File: config.mk
export PLATFORM = sky130hd
export DESIGN_NAME = uart_responder
export DESIGN_NICKNAME = d
export VERILOG_FILES = /design/src/rtl/uart_pkg.sv /design/src/rtl/uart_rx_fifo.sv /design/src/rtl/uart_responder.sv
export SDC_FILE = /design/constraint.sdc
export NUM_CORES = 1
export LEC_CHECK = 0
export CAP_MARGIN = 10
export CORE_ASPECT_RATIO = 1.1
export CORE_MARGIN = 2
export CORE_UTILIZATION = 60
export DETAILED_ROUTE_END_ITERATION = 16
export GPL_ROUTABILITY_DRIVEN = 0
export PLACE_DENSITY = 0.82
export SLEW_MARGIN = 20
export SYNTH_ARGS = -nofsm -noshare
export SYNTH_HDL_FRONTEND = slang
export SYNTH_HIERARCHICAL = 1
export SYNTH_SLANG_ARGS = --single-unit
File: constraint.sdc
create_clock -name uarti_clk -period 5.55 [get_ports uarti_clk]
set_clock_uncertainty 0.05 [all_clocks]
set_input_delay 0.555 -clock uarti_clk [delete_from_list [all_inputs] [get_ports uarti_clk]]
set_output_delay 0.555 -clock uarti_clk [all_outputs]
set_load 0.05 [all_outputs]
File: src/rtl/uart_pkg.sv
// Shared constants for the parallel-handshake UART responder: frame format,
// default baud divisor, line idle level and the TX/RX state encoding.
package uart_pkg;

    localparam int DATA_BITS            = 8;
    localparam int DEFAULT_CLKS_PER_BIT = 96;
    localparam logic IDLE_LINE          = 1'b1;

    typedef logic [1:0] uart_state_t;

    // Both serial FSMs walk the same four phases of an 8N1 frame.
    localparam uart_state_t ST_IDLE  = 2'd0;
    localparam uart_state_t ST_START = 2'd1;
    localparam uart_state_t ST_DATA  = 2'd2;
    localparam uart_state_t ST_STOP  = 2'd3;

endpackage

File: src/rtl/uart_rx_fifo.sv
// Small synchronous receive FIFO; pushes into a full FIFO and pops from an
// empty one are ignored, so the caller need not gate them.
module uart_rx_fifo
    import uart_pkg::*;
#(
    parameter int RX_DEPTH = 4
) (
    input  logic                 uarti_clk,
    input  logic                 uarti_rst,
    input  logic                 push,
    input  logic [DATA_BITS-1:0] push_data,
    input  logic                 pop,
    output logic [DATA_BITS-1:0] head,
    output logic                 empty,
    output logic                 full
);

    localparam int AW = (RX_DEPTH > 1) ? $clog2(RX_DEPTH) : 1;

    logic [DATA_BITS-1:0] mem [RX_DEPTH];
    logic [AW-1:0]        wr_ptr;
    logic [AW-1:0]        rd_ptr;
    logic [AW:0]          count;
    logic                 do_push;
    logic                 do_pop;

    assign empty   = (count == '0);
    assign full    = (count == (AW+1)'(RX_DEPTH));
    assign do_push = push && !full;
    assign do_pop  = pop && !empty;
    assign head    = mem[rd_ptr];

    always_ff @(posedge uarti_clk) begin
        if (do_push) begin
            mem[wr_ptr] <= push_data;
        end
    end

    // Depth is a power of two, so the pointers wrap by plain overflow.
    always_ff @(posedge uarti_clk or negedge uarti_rst) begin
        if (!uarti_rst) begin
            wr_ptr <= '0;
            rd_ptr <= '0;
            count  <= '0;
        end else begin
            if (do_push) begin
                wr_ptr <= wr_ptr + AW'(1);
            end
            if (do_pop) begin
                rd_ptr <= rd_ptr + AW'(1);
            end
            if (do_push && !do_pop) begin
                count <= count + (AW+1)'(1);
            end else if (do_pop && !do_push) begin
                count <= count - (AW+1)'(1);
            end
        end
    end

endmodule

File: src/rtl/uart_responder.sv
// Device side of the CPU's wrn/rdn UART handshake: buffered 8N1 transmitter
// (THR + TSR) and receiver feeding a small FIFO read back over the data bus.
module uart_responder
    import uart_pkg::*;
#(
    parameter int CLKS_PER_BIT = DEFAULT_CLKS_PER_BIT,
    parameter int RX_DEPTH     = 4
) (
    input  logic       uarti_clk,
    input  logic       uarti_rst,
    input  logic       uarti_wrn,
    input  logic       uarti_rdn,
    input  logic [7:0] uarti_data_in,
    output logic [7:0] uarto_data_out,
    output logic       uarto_data_oe,
    output logic       uarto_data_ready,
    output logic       uarto_tbre,
    output logic       uarto_tsre,
    output logic       uarto_framing_error,
    output logic       uarto_parity_error,
    input  logic       uarti_rxd,
    output logic       uarto_txd
);

    localparam int BW = (CLKS_PER_BIT > 1) ? $clog2(CLKS_PER_BIT) : 1;
    localparam logic [BW-1:0] BAUD_LAST = BW'(CLKS_PER_BIT - 1);
    localparam logic [BW-1:0] HALF_LAST = BW'(CLKS_PER_BIT / 2 - 1);
    localparam logic [2:0]    BIT_LAST  = 3'(DATA_BITS - 1);

    logic wrn_q;
    logic rdn_q;
    logic wr_edge;
    logic rd_edge;

    logic [7:0]  thr;
    logic        thr_full;
    logic [7:0]  tsr;
    logic        tsre;
    uart_state_t tx_state;
    logic [BW-1:0] tx_baud;
    logic [2:0]  tx_bit;
    logic        tx_baud_end;
    logic        tx_load;

    logic        rxd_meta;
    logic        rxd_s;
    logic        rxd_prev;
    uart_state_t rx_state;
    logic [BW-1:0] rx_baud;
    logic [2:0]  rx_bit;
    logic [7:0]  rx_shift;
    logic        rx_stop_sample;
    logic        rx_push;
    logic        framing_error;

    logic [7:0]  fifo_head;
    logic        fifo_empty;
    logic        fifo_full;

    assign wr_edge = !wrn_q && uarti_wrn;
    assign rd_edge = !rdn_q && uarti_rdn;

    always_ff @(posedge uarti_clk or negedge uarti_rst) begin
        if (!uarti_rst) begin
            wrn_q <= 1'b1;
            rdn_q <= 1'b1;
        end else begin
            wrn_q <= uarti_wrn;
            rdn_q <= uarti_rdn;
        end
    end

    // THR hands off to TSR either from idle or straight at the end of a stop
    // bit, which is what makes consecutive frames contiguous.
    assign tx_baud_end = (tx_baud == BAUD_LAST);
    assign tx_load     = thr_full &&
                         ((tx_state == ST_IDLE) || ((tx_state == ST_STOP) && tx_baud_end));

    always_ff @(posedge uarti_clk or negedge uarti_rst) begin
        if (!uarti_rst) begin
            thr      <= '0;
            thr_full <= 1'b0;
            tsr      <= '0;
            tsre     <= 1'b1;
            tx_state <= ST_IDLE;
            tx_baud  <= '0;
            tx_bit   <= '0;
        end else begin
            if (tx_load) begin
                thr_full <= 1'b0;
                tsr      <= thr;
            end else if (wr_edge && !thr_full) begin
                thr      <= uarti_data_in;
                thr_full <= 1'b1;
            end

            if (tx_state == ST_IDLE) begin
                tx_baud <= '0;
                tx_bit  <= '0;
                if (thr_full) begin
                    tx_state <= ST_START;
                    tsre     <= 1'b0;
                end
            end else begin
                tx_baud <= tx_baud_end ? '0 : tx_baud + BW'(1);
                if (tx_baud_end) begin
                    if (tx_state == ST_START) begin
                        tx_state <= ST_DATA;
                        tx_bit   <= '0;
                    end else if (tx_state == ST_DATA) begin
                        if (tx_bit == BIT_LAST) begin
                            tx_state <= ST_STOP;
                        end else begin
                            tx_bit <= tx_bit + 3'd1;
                        end
                    end else if (thr_full) begin
                        tx_state <= ST_START;
                    end else begin
                        tx_state <= ST_IDLE;
                        tsre     <= 1'b1;
                    end
                end
            end
        end
    end

    always_comb begin
        uarto_txd = IDLE_LINE;
        if (tx_state == ST_START) begin
            uarto_txd = ~IDLE_LINE;
        end else if (tx_state == ST_DATA) begin
            uarto_txd = tsr[tx_bit];
        end
    end

    always_ff @(posedge uarti_clk or negedge uarti_rst) begin
        if (!uarti_rst) begin
            rxd_meta <= IDLE_LINE;
            rxd_s    <= IDLE_LINE;
            rxd_prev <= IDLE_LINE;
        end else begin
            rxd_meta <= uarti_rxd;
            rxd_s    <= rxd_meta;
            rxd_prev <= rxd_s;
        end
    end

    // The start phase runs only half a bit so every later sample lands mid-bit.
    assign rx_stop_sample = (rx_state == ST_STOP) && (rx_baud == BAUD_LAST);
    assign rx_push        = rx_stop_sample && rxd_s;

    always_ff @(posedge uarti_clk or negedge uarti_rst) begin
        if (!uarti_rst) begin
            rx_state <= ST_IDLE;
            rx_baud  <= '0;
            rx_bit   <= '0;
            rx_shift <= '0;
        end else begin
            case (rx_state)
                ST_IDLE: begin
                    rx_baud <= '0;
                    rx_bit  <= '0;
                    if (rxd_prev && !rxd_s) begin
                        rx_state <= ST_START;
                    end
                end
                ST_START: begin
                    if (rx_baud == HALF_LAST) begin
                        rx_baud  <= '0;
                        rx_state <= rxd_s ? ST_IDLE : ST_DATA;
                    end else begin
                        rx_baud <= rx_baud + BW'(1);
                    end
                end
                ST_DATA: begin
                    if (rx_baud == BAUD_LAST) begin
                        rx_baud  <= '0;
                        rx_shift <= {rxd_s, rx_shift[7:1]};
                        if (rx_bit == BIT_LAST) begin
                            rx_state <= ST_STOP;
                        end else begin
                            rx_bit <= rx_bit + 3'd1;
                        end
                    end else begin
                        rx_baud <= rx_baud + BW'(1);
                    end
                end
                default: begin
                    if (rx_stop_sample) begin
                        rx_baud  <= '0;
                        rx_state <= ST_IDLE;
                    end else begin
                        rx_baud <= rx_baud + BW'(1);
                    end
                end
            endcase
        end
    end

    always_ff @(posedge uarti_clk or negedge uarti_rst) begin
        if (!uarti_rst) begin
            framing_error <= 1'b0;
        end else if (rx_stop_sample && !rxd_s) begin
            framing_error <= 1'b1;
        end else if (rd_edge && !fifo_empty) begin
            framing_error <= 1'b0;
        end
    end

    uart_rx_fifo #(
        .RX_DEPTH (RX_DEPTH)
    ) u_rx_fifo (
        .uarti_clk (uarti_clk),
        .uarti_rst (uarti_rst),
        .push      (rx_push),
        .push_data (rx_shift),
        .pop       (rd_edge),
        .head      (fifo_head),
        .empty     (fifo_empty),
        .full      (fifo_full)
    );

    assign uarto_data_out      = fifo_empty ? 8'h00 : fifo_head;
    assign uarto_data_oe       = ~uarti_rdn;
    assign uarto_data_ready    = ~fifo_empty;
    assign uarto_tbre          = ~thr_full;
    assign uarto_tsre          = tsre;
    assign uarto_framing_error = framing_error;
    assign uarto_parity_error  = 1'b0;

endmodule

# Word-level counts from Yosys, hierarchy flattened
# Memories as Yosys holds them, arrays and structs flattened.
# Index checks and enable logic that the tools add are counted.
# op_classes
n_mux,47
n_lt_le_gt_ge,1
bitwise_logic,4
eq_ne,23
reduce_logical,39
n_addsub,8
# ops
operator,count
$mux W7,5
$mux W3,9
$mux W2,12
$pmux W7 S3,1
$mux W1,16
$ne A2 B2 Y1 const B,8
$add A7 B1 Y7 const B,2
$eq A7 B7 Y1 const B,2
$logic_and A1 B1 Y1,13
$reduce_and A5 Y1,2
$reduce_bool A2 Y1,5
$add A3 B1 Y3 const B,3
$eq A3 B3 Y1 const B,3
$reduce_and A3 Y1,3
$eq A2 B2 Y1 const B,4
$logic_not A1 Y1,8
$mux W8,1
$eq A7 B6 Y1 const B,1
$pmux W2 S3,1
$pmux W3 S2,1
$add A2 B1 Y2 const B,2
$eq A2 B1 Y1 const B,2
$logic_not A2 Y1,2
$lt A3 B4 Y1 const B,1
other kinds (11),15
# word_totals
ff_bits,63
output_inout_bits,15
ram_bits,32
input_bits,13
wordCells,143
memories,1
# mem_list
memory,depth,width,rd,rd_ports_with_merged_regs,write_ports,line_no,rtl
u_rx_fifo.mem,4,8,1,0,1,uart_rx_fifo.sv:20,logic [DATA_BITS-1:0] mem [RX_DEPTH];

# Logic depth before layout (Yosys ltp)
# depth
depth_word,8
ltp_mapped,12
ltp_nobuf,11

# Hierarchy
# The synthesis kept the hierarchy.
# by_module_without_submodules
module,area_per_inst_um2,seq_area_each_um2,n_inst,cells_per_inst
uart_responder,2696.3,1408.9,1,219
uart_rx_fifo,1589.0,1136.1,1,77

# Least setup slack after synthesis
# OpenSTA, ideal clock, no wires.
# synth_path
path_kind,register to register
from,register u_rx_fifo.count[0]
to,register u_rx_fifo.count[2]
path_stages_with_launch,9
path_buffers,0
setup_time_ns,0.079
synth_period_minus_slack_ns,2.444
required_time_ns,5.421
t_arrival_ns,2.315
slack_ns,3.106
cell_sequence,dfrtp_1 > nor3_1 > nand2b_1 > ha_1 > inv_1 > fa_1 > xor2_1 > nor2_1 > xor2_1
# synth_between
elab_chain_cells,6
# synth_lines
item,line_no,rtl
start: declaration,uart_rx_fifo.sv:23,logic [AW:0] count;
start signal: assignment,uart_rx_fifo.sv:53,count <= count + (AW+1)'(1);
start signal: assignment,uart_rx_fifo.sv:55,count <= count - (AW+1)'(1);
$logic_not A3 Y1 *,uart_rx_fifo.sv:27,assign empty = (count == '0);
via fifo_empty,uart_responder.sv:57,logic fifo_empty;
$logic_not A1 Y1 *,uart_rx_fifo.sv:30,assign do_pop = pop && !empty;
$logic_and A1 B1 Y1 *,uart_rx_fifo.sv:30,
$logic_not A1 Y1,uart_rx_fifo.sv:52,if (do_push && !do_pop) begin
$logic_and A1 B1 Y1,uart_rx_fifo.sv:52,
$mux W3 / $reduce_bool A2 Y1 (equally long branches),--,
# The timed path passes the listed nets; every way through them passes the cells marked *. The select of a mux whose other input is x is not followed.
# A chain may end at the register's enable or synchronous reset.

# Worst setup path in the final report
# layout_path
from,register u_rx_fifo.rd_ptr[0]
to,output port uarto_data_out[6]
# layout_between
elab_chain_cells,2
# layout_lines
item,line_no,rtl
start: declaration,uart_rx_fifo.sv:22,logic [AW-1:0] rd_ptr;
start signal: assignment,uart_rx_fifo.sv:50,rd_ptr <= rd_ptr + AW'(1);
$mem_v2 Z4 W8,--,
via fifo_head[6],uart_responder.sv:56,logic [7:0] fifo_head;
$mux W8,uart_responder.sv:223,assign uarto_data_out = fifo_empty ? 8'h00 : fifo_head;
end: declaration,uart_responder.sv:14,"output logic [7:0] uarto_data_out,"
# The timed path passes the listed nets, and every way through them passes these cells.

==> out/metrics.csv <==
metric,value,unit
nets,361,
required,4950,ps
synth_top_area_share,33.3,%
synthTopCellsByArea,"dfrtp_1 33%, edfxtp_1 22%, mux2_2 7.6%",
dp_hpwl,4520,um
htreeDepth,3,
arrival,2520,ps
startpoint,u_rx_fifo/rd_ptr[0]$_DFFE_PN0P_,
rows,32,
stdcell_area,4840,um2
dieWidth,84.6,um
cts-root-buf,clkbuf_8,
ios,28,
start_kind,register,
ys.flop_type,dfrtp_1,
place_area,4610,um2
final_util,69.5,%
end_kind,output port,
maxUsedRoutingLayer,met4,
gr-total-overflow,0,
power_leakage,0.00192,uW
cap_violations,0,
synth_nets,330,
worst-r2r-setup-slack,2950,ps
grt_pass1_wl,11500,um
route.met2.wl,3310,um
hold_viol_final,0,
vdd_ir_drop_max,0.237,mV
syn_area_per_cell,14.5,um2
ys_async_sr_fraction,66.3,%
grt_use_total,18.9,%
met1Wirelength,2870,um
drc,0,
ys_ff_latch,95,
fill_cells,487,
min_period,3120,ps
synth.distinct_cells,54,
wl_met3,197,um
synth_edf_count,32,
setup_violations,0,
synthMuxAreaShare,14.3,%
postRouteAntennaNets,0,
numPortBuffers,26,
synthAdderAreaFrac,6.31,%
dieHeight,92.6,um
antenna_found_initial,0,
yosysWarnings,6,
rsz0062_at_grt,false,
regArea,2540,um2
tns,0,ps
core-area,6970,um2
reg2reg_from,rx_baud[0]$_DFF_PN0_,
area_growth,13.1,%
drv_slew,0,
drive_above_1_share,24.1,%
powerDensity,360,nW/um2
multi_input_area,1650,um2
drt_iter0_drc,123,
cts_tree,yes,
period_share,56.2,%
post_drt_wl_per_cell,15.5,um
grt_max_degree,64,
clk_path_buf_depth,2,
hold_path_class,input pin to asynchronous set/reset pin,
postCtsResizedCells,0,
postCtsSetupBuffers,0,
clock_sinks,95,
status,"complete, no violations",
worst_pin_slew,780,ps
r2r_cells,11,
firstDrtPassIters,4,
syn-instance-count,296,
synth_top_area_cell,dfrtp_1,
drt-vias-per-instance,5.67,
insertion_delay,370,ps
first_global_vias,2531,
rr_endpoint,u_rx_fifo/count[2]$_DFFE_PN0P_,
cp-endpoint,uarto_data_out[6],
numCtsBuffers,9,
diodes,0,
synthXorXnorAreaFrac,2.66,%
max_freq,0.320,GHz
crit_fanout,10,
maxSlewHeadroom,48.0,%
synth_compound_area_share,5.49,%
vias,2363,
synth_top_family_by_area,multiplexers,
critical_path_class,register to output port,
cts_hold_buffers,0,
mostFrequentLayoutCells,"57 x dfrtp_1, 32 x edfxtp_1, 29 x mux2_2",
cts.clk_slew.worst_paths,90,ps
synthSimpleGateAreaFrac,9.46,%
dieArea,7840,um2
initial_core_util,61.5,%
layout_commonest_cell,dfrtp_1,
syn_area,4290,um2
finalWirelength,6480,um
yosysSeqAreaShare,59.4,%
how the worst min path moves through the flow:
stage | start | to | cells past startpoint
global route | rxd_meta$_DFF_PN1_ | rxd_s$_DFF_PN1_ | 0
floorplan | uarti_rst | rx_baud[0]$_DFF_PN0_ | 0
CTS | uarti_rst | thr[7]$_DFFE_PN0P_ | 2
global placement | rxd_meta$_DFF_PN1_ | rxd_s$_DFF_PN1_ | 0
finish | uarti_rst | rx_baud[3]$_DFF_PN0_ | 2
detailed placement | rxd_meta$_DFF_PN1_ | rxd_s$_DFF_PN1_ | 0
Yosys cell counts (5+ instances only):
library cell  count
dfrtp_1          57
edfxtp_1         32
mux2_2           29
nor2_1           22
ha_1             20
inv_1            15
nor2b_1          12
mux4_2           10
xnor2_1           7
dfstp_2           6
xor2_1            6
a21oi_1           5
a22o_1            5
nand2b_1          5
nand3_1           5
cells by family after synthesis:
logic type / Yosys count
multiplexers: 44
AO/OA/AOI/OAI: 30
flip-flops: 95
XOR/XNOR: 13
adder cells (fa/ha/maj): 21
other: 1
buffers and inverters: 22
AND/OR/NAND/NOR: 70
per-stage QoR:
stage | setup WS, ps | hold WS [ps] | power, uW | cells
after floorplan | 3110 | 209 | 1140 | 296
after global placement | 2740 | 298 | 1240 | 401
after detailed placement | 2600 | 304 | 1260 | 401
after CTS | 2180 | 318 | 1760 | 417
after global routing | 2260 | 318 | 1840 | 417
final | 2430 | 298 | 1750 | 417
per-layer routing:
| layer | vias to the layer above | global-route usage, % |
|---|---|---|
| li1 | 1134 | - |
| met1 | 1185 | 23.4 |
| met2 | 33 | 31.9 |
| met3 | 11 | 5.53 |
| met4 | 0 | 6.35 |
| met5 | - | 0 |
state kept, by name (all words and copies together), names as in the netlist, 2 cells and up:
register and cells:
u_rx_fifo/count 3, rx_baud 7, tx_baud 7, rx_shift 8, thr 8, u_rx_fifo/mem 32, rx_state 2, tx_bit 3
tsr 8, u_rx_fifo/wr_ptr 2, rx_bit 3, u_rx_fifo/rd_ptr 2, tx_state 2
area by class of cell:
type / count / area share, %
multi-input cells: 179 / 34.0
clock inverters: 7 / 2.14
clock buffers: 9 / 2.56
flip-flops and latches: 95 / 52.5
well taps: 85 / 2.20
inverters: 15 / 1.16
repair buffers: 27 / 5.42
power breakdown:
group	internal (uW)	switching (uW)
Sequential	771	75.7
Combinational	170	220
Clock	259	250
critical path, cell delays in order (launching register included):
cell and delay (ps):
dfrtp_1 700, mux4_2 580, nor2b_1 140, clkdlybuf4s50_1 720
No activity file was read; power rests on OpenSTA's default activity.
